### src/rtl/regfile_wb_arbiter.sv
// Round-robin write-back arbiter for three requesters feeding one regfile write port.
// Optional WB_FORWARD_EN adds same-cycle write-to-read forwarding on both read ports.
module regfile_wb_arbiter #(
    parameter int unsigned REGADDRSIZE = 5,
    parameter int unsigned REGSIZE     = 32,
    parameter int unsigned NREQ        = 3
) (
    input  logic                        clk,
    input  logic                        reset,
    input  logic [NREQ-1:0]             req_valid,
    input  logic [NREQ*REGADDRSIZE-1:0] req_addr,
    input  logic [NREQ*REGSIZE-1:0]     req_data,
    output logic [NREQ-1:0]             req_ready,
    input  logic                        wb_hold,
    output logic                        w_enable,
    output logic [REGADDRSIZE-1:0]      w_addr1,
    output logic [REGSIZE-1:0]          w_data1,
    output logic [1:0]                  grant_id,
    input  logic [REGADDRSIZE-1:0]      r_addr1,
    input  logic [REGADDRSIZE-1:0]      r_addr2,
    input  logic [REGSIZE-1:0]          rf_rdata1,
    input  logic [REGSIZE-1:0]          rf_rdata2,
    output logic [REGSIZE-1:0]          fwd_data1,
    output logic [REGSIZE-1:0]          fwd_data2
);

    logic [1:0]             last_grant_q, last_grant_d;
    logic                   w_enable_q, w_enable_d;
    logic [REGADDRSIZE-1:0] w_addr_q, w_addr_d;
    logic [REGSIZE-1:0]     w_data_q, w_data_d;
    logic [1:0]             grant_id_q, grant_id_d;

    logic [1:0]             cand0, cand1, cand2;
    logic [1:0]             gnt_idx;
    logic                   gnt_found;
    logic                   transfer;
    logic [REGADDRSIZE-1:0] sel_addr;
    logic [REGSIZE-1:0]     sel_data;

    function automatic logic [1:0] next_idx(input logic [1:0] idx);
        return (idx == 2'd2) ? 2'd0 : idx + 2'd1;
    endfunction

    // Search order starts one past the last granted requester.
    always_comb begin
        cand0     = next_idx(last_grant_q);
        cand1     = next_idx(cand0);
        cand2     = next_idx(cand1);
        gnt_idx   = cand0;
        gnt_found = 1'b0;
        if (req_valid[cand0]) begin
            gnt_idx   = cand0;
            gnt_found = 1'b1;
        end else if (req_valid[cand1]) begin
            gnt_idx   = cand1;
            gnt_found = 1'b1;
        end else if (req_valid[cand2]) begin
            gnt_idx   = cand2;
            gnt_found = 1'b1;
        end
        req_ready = '0;
        if (gnt_found && !wb_hold && !reset) begin
            req_ready[gnt_idx] = 1'b1;
        end
    end

    always_comb begin
        transfer     = |req_ready;
        sel_addr     = req_addr[gnt_idx*REGADDRSIZE +: REGADDRSIZE];
        sel_data     = req_data[gnt_idx*REGSIZE +: REGSIZE];
        last_grant_d = transfer ? gnt_idx : last_grant_q;
        // Writes to r0 consume a slot but never reach the regfile.
        w_enable_d   = transfer && (sel_addr != '0);
        w_addr_d     = w_enable_d ? sel_addr : w_addr_q;
        w_data_d     = w_enable_d ? sel_data : w_data_q;
        grant_id_d   = w_enable_d ? gnt_idx : 2'b11;
    end

    always_ff @(posedge clk or posedge reset) begin
        if (reset) begin
            last_grant_q <= 2'd2;
            w_enable_q   <= 1'b0;
            w_addr_q     <= '0;
            w_data_q     <= '0;
            grant_id_q   <= 2'b11;
        end else begin
            last_grant_q <= last_grant_d;
            w_enable_q   <= w_enable_d;
            w_addr_q     <= w_addr_d;
            w_data_q     <= w_data_d;
            grant_id_q   <= grant_id_d;
        end
    end

    assign w_enable = w_enable_q;
    assign w_addr1  = w_addr_q;
    assign w_data1  = w_data_q;
    assign grant_id = grant_id_q;

`ifdef WB_FORWARD_EN
    // Regfile commits on the negedge, so bypass the pending write for the first half-cycle.
    assign fwd_data1 = (w_enable_q && (w_addr_q == r_addr1) && (r_addr1 != '0)) ? w_data_q
                                                                              : rf_rdata1;
    assign fwd_data2 = (w_enable_q && (w_addr_q == r_addr2) && (r_addr2 != '0)) ? w_data_q
                                                                              : rf_rdata2;
`else
    logic unused_raddr;
    assign unused_raddr = ^{r_addr1, r_addr2};
    assign fwd_data1    = rf_rdata1;
    assign fwd_data2    = rf_rdata2;
`endif

endmodule

### config.mk
export PLATFORM = sky130hd
export DESIGN_NAME = regfile_wb_arbiter
export DESIGN_NICKNAME = d
export VERILOG_FILES = /design/src/rtl/regfile_wb_arbiter.sv
export SDC_FILE = /design/constraint.sdc
export NUM_CORES = 1
export LEC_CHECK = 0
export BUFFER_PORTS_ARGS = -buffer_cell sky130_fd_sc_hd__buf_2
export CAP_MARGIN = 20
export CORE_AREA = 2 2 116 118
export CTS_BUF_LIST = sky130_fd_sc_hd__clkbuf_16
export CTS_CLUSTER_SIZE = 12
export DETAILED_ROUTE_END_ITERATION = 6
export DIE_AREA = 0 0 118 120
export GPL_TIMING_DRIVEN = 0
export PLACE_DENSITY = 0.61
export SLEW_MARGIN = 25
export SYNTH_ARGS = -nofsm -noshare
export SYNTH_HDL_FRONTEND = slang
export SYNTH_SLANG_ARGS = --single-unit
### constraint.sdc
create_clock -name clk -period 7.3 [get_ports clk]
set_input_delay 1.825 -clock clk [delete_from_list [all_inputs] [get_ports clk]]
set_output_delay 1.825 -clock clk [all_outputs]
set_load 0.1 [all_outputs]
; Yosys cells after proc, flatten, opt, wreduce, memory -nomap -nowiden
; Index checks and enable logic that the tools add are counted.
[word_totals]
reg_bits = 42
output_inout_bits = 107
[classes]
n_reduce_logical = 8
order_cmp = 5
shifts = 2
n_mux = 19
multipliers = 1
n_eq_ne = 3
add_sub_neg = 3
[op_table]
columns = cell, n
row1 = $shiftx 96x8->32, 1
row2 = $shiftx 15x6->5, 1
row3 = $mux 2, 7
row4 = $lt 2x3->1 const B, 4
row5 = $mux 1, 7
row6 = $add 2x1->2 const B, 3
row7 = $bmux 1 s2, 3
row8 = $eq 2x2->1 const B, 3
row9 = $mul 2x3->5 const B, 1
row10 = $reduce_bool 5->1, 1
row11 = $logic_and 1x1->1, 4
row12 = $mux 3, 1
row13 = $reduce_or 3->1, 1
row14 = $demux 1 s2, 1
row15 = $ge 2x1->1 const B, 1
row16 = $logic_not 1->1, 2

; Logic depth before layout (Yosys ltp)
; Gate-level depths: netlist (run 1).
[depth]
word_depth = 19
depth_mapped = 10
ltp_nobuf = 7

; Worst setup path before layout (run 1)
; Ideal clock, no wire load.
[synth_path]
path_kind = input to output
start = in req_valid[1]
end = out req_ready[0]
path_stages = 5
n_path_buf = 2
t_arrival_ns = 4.790
slack_ns = 0.685
cell_sequence = o21bai_1 > a32o_2 > buf_2 > buf_1 > nor3_1
[synth_between]
elab_chain_len = 10
elab_cells_between_ends = 20
[synth_lines]
columns = element, line_no
row1 = start: declaration, 10  ; input logic [NREQ-1:0] req_valid,
row2 = $bmux 1 s2, 57  ; end else if (req_valid[cand2]) begin
row3 = $mux 1 (implied by the code), 57
row4 = $mux 2, 57
row5 = $mux 2, 54  ; end else if (req_valid[cand1]) begin
row6 = $mux 2, 51  ; if (req_valid[cand0]) begin
row7 = $lt 2x3->1 (implied by the code) / $ge 2x1->1 (equally long branches), 63  ; req_ready[gnt_idx] = 1'b1;
row8 = $logic_and 1x1->1 (implied by the code), 63
row9 = $mux 1 (implied by the code), 63
row10 = $demux 1 s2, 63
row11 = $mux 3 (*), 62  ; if (gnt_found && !wb_hold && !reset) begin
row12 = end: declaration, 13  ; output logic [NREQ-1:0] req_ready,
; Mark *: on every way between the ends. The rest lies on a longest branch, timed or not. The select of a mux whose other input is x is not followed.

; Worst setup path in the final report (run 1)
[layout_path]
start = in req_valid[0]
end = out req_ready[1]
; Same word-level chain as after synthesis.

==> out/qor.txt, run 1 <==
Run status = completed
Post-Route Skew = 0.00434 ns
Sum of negative setup slack = 0 ns
Number of sinks handled by clock tree synthesis = 42
Number of enable flip-flop cells after synthesis = 0
Wire length of the first global-routing pass = 14000 um
Hold-fix buffers, CTS = 0
Number of H-tree levels = 2
Final Wtd Congestion = 0.733
Unique cell type count in the Yosys netlist = 27
Max_cap viols = 0
Placed cells = 705
Maximum resistive drop on vdd = 263 uV
Post-synthesis instance total = 305
Class of the most critical setup path = in -> out
Routed met3 length = 789 um
Clock edge transition at the registers on the reported setup and hold paths = 0.06 ns
CTS-repair resized insts = 0
Initial antenna violation count = 0
Arrival time reported for the critical path endpoint = 3.96 ns
Post-CTS setup-driven buffer insertion count = 0
Library cell with the highest instance count after synthesis = sky130_fd_sc_hd__buf_4
Die span in y = 120 um
Max clock buf depth = 2
Yosys warns = 0
Leakage component of the power = 0.00233 uW
Effective utilization at floorplan = 0.224
Post-synthesis average cell area = 9.54 um2
Max Transition Viols Final = 0
Post-synthesis sequential element count = 42
Sum of met2 wire segment lengths after detailed routing = 4580 um
Iteration count of the initial detailed-routing pass = 4
Sequential share of the synthesized area = 0.362
Die outline width = 118 um
Syn Nets = 496
Total number of nets in the final design = 727
Critical path endpoint category = primary output
Filler-free cell count of the finished design = 713
Total standard cell area after synthesis = 2910 um2
HP Class = reg -> reg
Max-Slew Margin vs Limit = 0.495
Power density normalized to cell area = 367 nW/um2
Post-DP Area = 4270 um2
Total I/O pin count = 298
Area leader, netlist = sky130_fd_sc_hd__dfrtp_1
Hold slack = 0.498 ns
Via-per-instance ratio = 4.09
CTS tree = built
Remaining number of nets flagged by the antenna check after routing = 0
Core box area = 13000 um2
Wire length on met1 = 3630 um
Primary flip-flop cell chosen by synthesis mapping = sky130_fd_sc_hd__dfrtp_1
Diodes inserted = 0
Number of design rule violations left after detail routing = 0
Slew at the pin with the worst max-slew slack = 0.758 ns
Clock latency on the worst-skew pair = 0.29 ns
Row Count = 42
Achievable clock frequency = 173 MHz
Main area contributors after synthesis = sky130_fd_sc_hd__dfrtp_1, sky130_fd_sc_hd__buf_4, sky130_fd_sc_hd__mux2i_1
Fraction of final layout cells sized beyond drive strength 1 = 0.635
Final Hold Fails = 0
Portion of synthesized cell area occupied by the leading cell type = 0.335
Top layer in use = met4
Ratio of final minimum period to clock period = 0.792
Grt total ovfl = 0
Setup repair after global routing missed its margin = false
Fraction of registers with async set/reset = 1.00
Critical-path maximum fanout = 10
Average wire length per cell after detail routing = 12.8 um
Post-route minimum period = 5.78 ns
Area Overhead vs Synth = 51.5%
Post-layout instance area = 4410 um2
Root buffer cell = sky130_fd_sc_hd__clkbuf_16
DP HPWL = 7500 um
Total routing usage reported by global routing = 0.124
DR iter-0 viols = 80
Vias after detailed routing = 2918
Cell types with the highest counts after synthesis = sky130_fd_sc_hd__buf_4, sky130_fd_sc_hd__dfrtp_1, sky130_fd_sc_hd__nand2_1
Pin count of the biggest net entering global routing = 26
Die area = 14200 um2
Via count of the first global-routing pass = 2786
Final setup vio count = 0
Crit start category = primary input
Data required time of the worst path = 5.48 ns
Port Buf Inserts = 223
Post-Route WL = 9160 um
Clock buffers created by TritonCTS = 5
[sequential cells by signal (all words and copies together), names as in the netlist]
register / flops
w_data1: 32
w_addr1: 5
grant_id: 2
last_grant_q: 2
w_enable: 1
[cells in the final DEF (no fill, tap or decap), types with 3 or more instances in the layout]
master and instances:
sky130_fd_sc_hd__nor3_1 3, sky130_fd_sc_hd__inv_1 7, sky130_fd_sc_hd__buf_2 226, sky130_fd_sc_hd__dfrtp_1 39, sky130_fd_sc_hd__clkbuf_16 5, sky130_fd_sc_hd__mux2_2 32
sky130_fd_sc_hd__nor2_1 8, sky130_fd_sc_hd__a21oi_1 3, sky130_fd_sc_hd__dfstp_2 3, sky130_fd_sc_hd__buf_4 64, sky130_fd_sc_hd__clkbuf_1 7, sky130_fd_sc_hd__nand2_1 38
sky130_fd_sc_hd__buf_1 5, sky130_fd_sc_hd__mux2_4 3, sky130_fd_sc_hd__o21ai_0 37, sky130_fd_sc_hd__mux2i_1 36
[cells by family after synthesis]
| group | Yosys count | share of synthesized area |
|---|---|---|
| AND/OR/NAND/NOR | 55 | 0.0804 |
| buffers and inverters | 89 | 0.204 |
| AO/OA/AOI/OAI | 47 | 0.0864 |
| multiplexers | 72 | 0.267 |
| flip-flops | 42 | 0.362 |
[final cells by class]
cell class | count | area [um2]
fill | 1347 | 8570
multi-input combinational | 174 | 1260
timing repair buffer | 224 | 1140
sequential | 42 | 1050
buffer | 81 | 563
tap | 176 | 220
clock buffer | 5 | 125
inverter | 8 | 30.0
clock inverter | 3 | 16.3
[worst max-delay path, cell delays in order]
cell and delay [ns]:
sky130_fd_sc_hd__buf_2 0.12, sky130_fd_sc_hd__nor2_1 0.13, sky130_fd_sc_hd__o21ai_0 0.09, sky130_fd_sc_hd__o21ai_1 0.31, sky130_fd_sc_hd__clkbuf_1 0.41, sky130_fd_sc_hd__buf_1 0.45
sky130_fd_sc_hd__nor2_1 0.12, sky130_fd_sc_hd__and2_1 0.20, sky130_fd_sc_hd__buf_2 0.30
[through the flow]
step / total power (uW) / util / setup WS (ns)
final: 1620 / 0.340 / 1.52
after global placement: 1400 / 0.327 / 1.44
after detailed placement: 1410 / 0.329 / 1.43
after floorplan: 1220 / - / 0.685
after global routing: 1680 / 0.340 / 1.21
after CTS: 1640 / 0.340 / 1.43
[layer usage]
metal / track usage / vias to the layer above
li1: - / 1430
met1: 0.148 / 1316
met2: 0.221 / 163
met3: 0.0299 / 9
met4: 0.0377 / 0
met5: 0 / -
[where the power goes]
| group | switching (uW) | internal [uW] |
|---|---|---|
| sequential | 36.6 | 308 |
| clock | 94.1 | 125 |
| combinational | 841 | 213 |
| total | 972 | 646 |
[worst paths after layout]
kind                       cells after the start           end       startpoint  slack, ns
setup / recovery                               9  req_ready[1]     req_valid[0]       1.52
hold reg to reg                                1   w_data1[23]      w_data1[23]       0.50
min in group asynchronous                      2    w_data1[8]            reset       1.55
setup reg to reg                               9    w_data1[4]  last_grant_q[1]       4.31
max in group asynchronous                      3   grant_id[1]            reset       5.21
hold / removal                                 1   w_data1[23]      w_data1[23]       0.50
(Power assumes the default switching activity.)
==> inputs of run 2 (changes only) <==
--- a/config.mk
+++ b/config.mk
@@ -7,13 +7,13 @@
 export LEC_CHECK = 0
 export BUFFER_PORTS_ARGS = -buffer_cell sky130_fd_sc_hd__buf_2
 export CAP_MARGIN = 20
-export CORE_AREA = 2 2 116 118
+export CORE_AREA = 2 2 114 116
 export CTS_BUF_LIST = sky130_fd_sc_hd__clkbuf_16
 export CTS_CLUSTER_SIZE = 12
 export DETAILED_ROUTE_END_ITERATION = 6
-export DIE_AREA = 0 0 118 120
+export DIE_AREA = 0 0 116 118
 export GPL_TIMING_DRIVEN = 0
-export PLACE_DENSITY = 0.61
+export PLACE_DENSITY = 0.63
 export SLEW_MARGIN = 25
 export SYNTH_ARGS = -nofsm -noshare
 export SYNTH_HDL_FRONTEND = slang
==> constraint.sdc (replaced) <==
create_clock -name clk -period 5.7 [get_ports clk]
set_input_delay 1.425 -clock clk [delete_from_list [all_inputs] [get_ports clk]]
set_output_delay 1.425 -clock clk [all_outputs]
set_load 0.1 [all_outputs]
==> run 2 against run 1 <==
Utilization is 1.8 points higher. Flip-flop and latch count stayed put. Largest power group unchanged. Non-clock buffer count stayed put.
==> out/qor.txt, run 2 (synthesis gave the netlist of run 1 again) <==
Run status = completed
Net switching power of the design = 1250 uW (+29%)
Achievable clock frequency = 198 MHz
Most common library cell in the layout ignoring fill and taps = sky130_fd_sc_hd__buf_2
Via-per-instance ratio = 4.17 (+1.8%)
Register-to-Register Path Depth = 10 (+1)
CTS-repair resized insts = 0 (unchanged)
Max-Slew Margin vs Limit = 0.460 (-0.0349)
Hold Path Cell Cnt = 1 (unchanged)
Die area = 13700 um2 (-3.3%)
Post-CTS setup-driven buffer insertion count = 0 (unchanged)
Effective utilization at floorplan = 0.234 (+0.0102)
Max_cap viols = 0 (unchanged)
Port Buf Inserts = 223 (unchanged)
Critical path, cell by cell = buf_2 > o21bai_1 > a32o_2 > buf_2 > buf_1 > and2_1 > buf_2
Number of H-tree levels = 2 (unchanged)
Remaining number of nets flagged by the antenna check after routing = 0 (unchanged)
Number of sinks handled by clock tree synthesis = 42 (unchanged)
Crit. path cell count = 7 (-2)
Sum of negative setup slack = 0 ns (unchanged)
Post-Route Skew = 0.00906 ns (+0.00472 ns)
Portion of total power attributed to the clock network = 0.154 (+0.019)
HP Class = reg -> reg
Iteration count of the initial detailed-routing pass = 4 (unchanged)
Critical-path maximum fanout = 10 (unchanged)
Power density normalized to cell area = 478 nW/um2 (+30%)
Pin count of the biggest net entering global routing = 23 (-12%)
Crit start category = primary input
Max Transition Viols Final = 0 (unchanged)
Average wire length per cell after detail routing = 13.4 um (+4.2%)
Slew at the pin with the worst max-slew slack = 0.810 ns (+0.0524 ns)
Total I/O pin count = 298 (unchanged)
Switching power as a share of total power = 0.589 (-0.0120)
Via count of the first global-routing pass = 2988 (+7.3%)
Core box area = 12400 um2 (-4.4%)
Wire length of the first global-routing pass = 14200 um (+1.3%)
Critical path buffers and inverters = 4 (unchanged)
Total routing usage reported by global routing = 0.133 (+0.00840)
Most repeated library cell on the critical path = sky130_fd_sc_hd__buf_2
Row Count = 41 (-2.4%)
Fraction of final layout cells sized beyond drive strength 1 = 0.637 (+0.00186)
Final Wtd Congestion = 0.690 (-5.9%)
Clock edge transition at the registers on the reported setup and hold paths = 0.06 ns (about the same)
Arrival time reported for the critical path endpoint = 3.62 ns (-0.34 ns)
Post-route minimum period = 5.05 ns
Leading cell types in the layout, fill and taps excluded = sky130_fd_sc_hd__buf_2, sky130_fd_sc_hd__buf_4, sky130_fd_sc_hd__dfrtp_1
Combinational share of power = 0.638 (-0.014)
Internal Pwr Total = 873 uW (+35%)
Ratio of final minimum period to clock period = 0.886
CTS tree = built
Area Overhead vs Synth = 52.6%
Leakage component of the power = 0.00235 uW (+0.77%)
DR iter-0 viols = 63 (-21%)
Initial antenna violation count = 0 (unchanged)
Die span in y = 118 um (-1.7%)
Core utilization of the finished layout = 0.358 (+0.0181)
Total number of nets in the final design = 727 (unchanged)
Clock latency on the worst-skew pair = 0.29 ns (about the same)
Delay contributed by the slowest stage of the critical path = 0.65 ns (+0.20 ns)
Max reg flops = 32 (unchanged)
Final Hold Fails = 0 (unchanged)
Number of design rule violations left after detail routing = 0 (unchanged)
Diodes inserted = 0 (unchanged)
Post-Route WL = 9490 um (+3.6%)
Master of the slowest instance on the critical path = sky130_fd_sc_hd__buf_1
Clock buffers created by TritonCTS = 5 (unchanged)
Dominant delay contributor by cell family on the critical path = buffers and inverters
Max clock buf depth = 2 (unchanged)
Maximum resistive drop on vdd = 307 uV (+17%)
Die outline width = 116 um (-1.7%)
Setup repair after global routing missed its margin = false
Hold-fix buffers, CTS = 0 (unchanged)
Vias after detailed routing = 2955 (+1.3%)
Root buffer cell = sky130_fd_sc_hd__clkbuf_16
Register share of total power = 0.208 (-0.005)
Critical path endpoint category = primary output
Grt total ovfl = 0 (unchanged)
Data required time of the worst path = 4.28 ns (-1.20 ns)
DP HPWL = 7740 um (+3.1%)
Class of the most critical setup path = in -> out
Final setup vio count = 0 (unchanged)
-- run 2: cell count changes in the layout (fill, tap and decap cells not counted) --
cell / previous run / this run
sky130_fd_sc_hd__inv_1: 7 / 8
sky130_fd_sc_hd__clkinv_1: 1 / 0
sky130_fd_sc_hd__nor3_1: 3 / 2
sky130_fd_sc_hd__buf_16: 0 / 1
sky130_fd_sc_hd__buf_12: 1 / 0
sky130_fd_sc_hd__clkinv_2: 1 / 0
sky130_fd_sc_hd__nor3_2: 0 / 1
sky130_fd_sc_hd__bufinv_16: 0 / 1
-- run 2: worst paths after layout --
| path | slack [ns] | end | startpoint |
|---|---|---|---|
| max | 0.65 | req_ready[1] | req_valid[0] |
| min | 0.50 | w_data1[6] | w_data1[6] |
| max reg2reg | 2.70 | w_data1[2] | last_grant_q[1] |
| min reg2reg | 0.50 | w_data1[6] | w_data1[6] |
| max in group asynchronous | 3.96 | grant_id[1] | reset |
| min in group asynchronous | 1.18 | w_addr1[0] | reset |
-- run 2: worst reg2reg max path, stage by stage (launching register included) --
cell and delay, ns:
sky130_fd_sc_hd__dfstp_2 0.57, sky130_fd_sc_hd__nand2b_1 0.11, sky130_fd_sc_hd__a32o_2 0.23, sky130_fd_sc_hd__buf_2 0.35
sky130_fd_sc_hd__mux2i_1 0.40, sky130_fd_sc_hd__nor2_1 0.10, sky130_fd_sc_hd__a211oi_1 0.31, sky130_fd_sc_hd__a21oi_1 0.19
sky130_fd_sc_hd__buf_6 0.19, sky130_fd_sc_hd__buf_6 0.15, sky130_fd_sc_hd__mux2_4 0.29
-- run 2: power groups by stage --
stage,sequential [uW],clock (uW),combinational (uW)
3_5_place_dp,445,0,1370
4_1_cts,442,339,1370
2_1_floorplan,1120,0,450
5_1_grt,456,351,1410
6_report,441,328,1350
3_3_place_gp,442,0,1350
-- run 2: through the flow --
step / instance area (um2) / total power (uW) / cells / hold WS [ns] / worst slack (ns)
global route: 4440 / 2210 / 709 / 0.522 / 0.370
finish: 4440 / 2120 / 709 / 0.500 / 0.651
floorplan: 2920 / 1570 / 305 / 0.466 / 0.731
global placement: 4250 / 1790 / 700 / 0.481 / 0.612
CTS: 4440 / 2150 / 709 / 0.505 / 0.591
detailed placement: 4270 / 1810 / 701 / 0.490 / 0.593
-- run 2: cell type report --
cell class | instances | area, um2
buffer | 81 | 563
fill | 1285 | 7970
tap | 172 | 215
timing repair buffer | 224 | 1140
sequential | 42 | 1050
multi-input combinational | 174 | 1270
inverter | 8 | 30.0
clock buffer | 5 | 125
clock inverter | 3 | 41.3
-- run 2: layer usage --
metal	vias to the layer above	share of wire	GRT usage
li1	1429	-	-
met1	1354	0.39	0.143
met2	163	0.51	0.254
met3	9	0.086	0.0288
met4	0	0.015	0.0357
met5	-	0	0
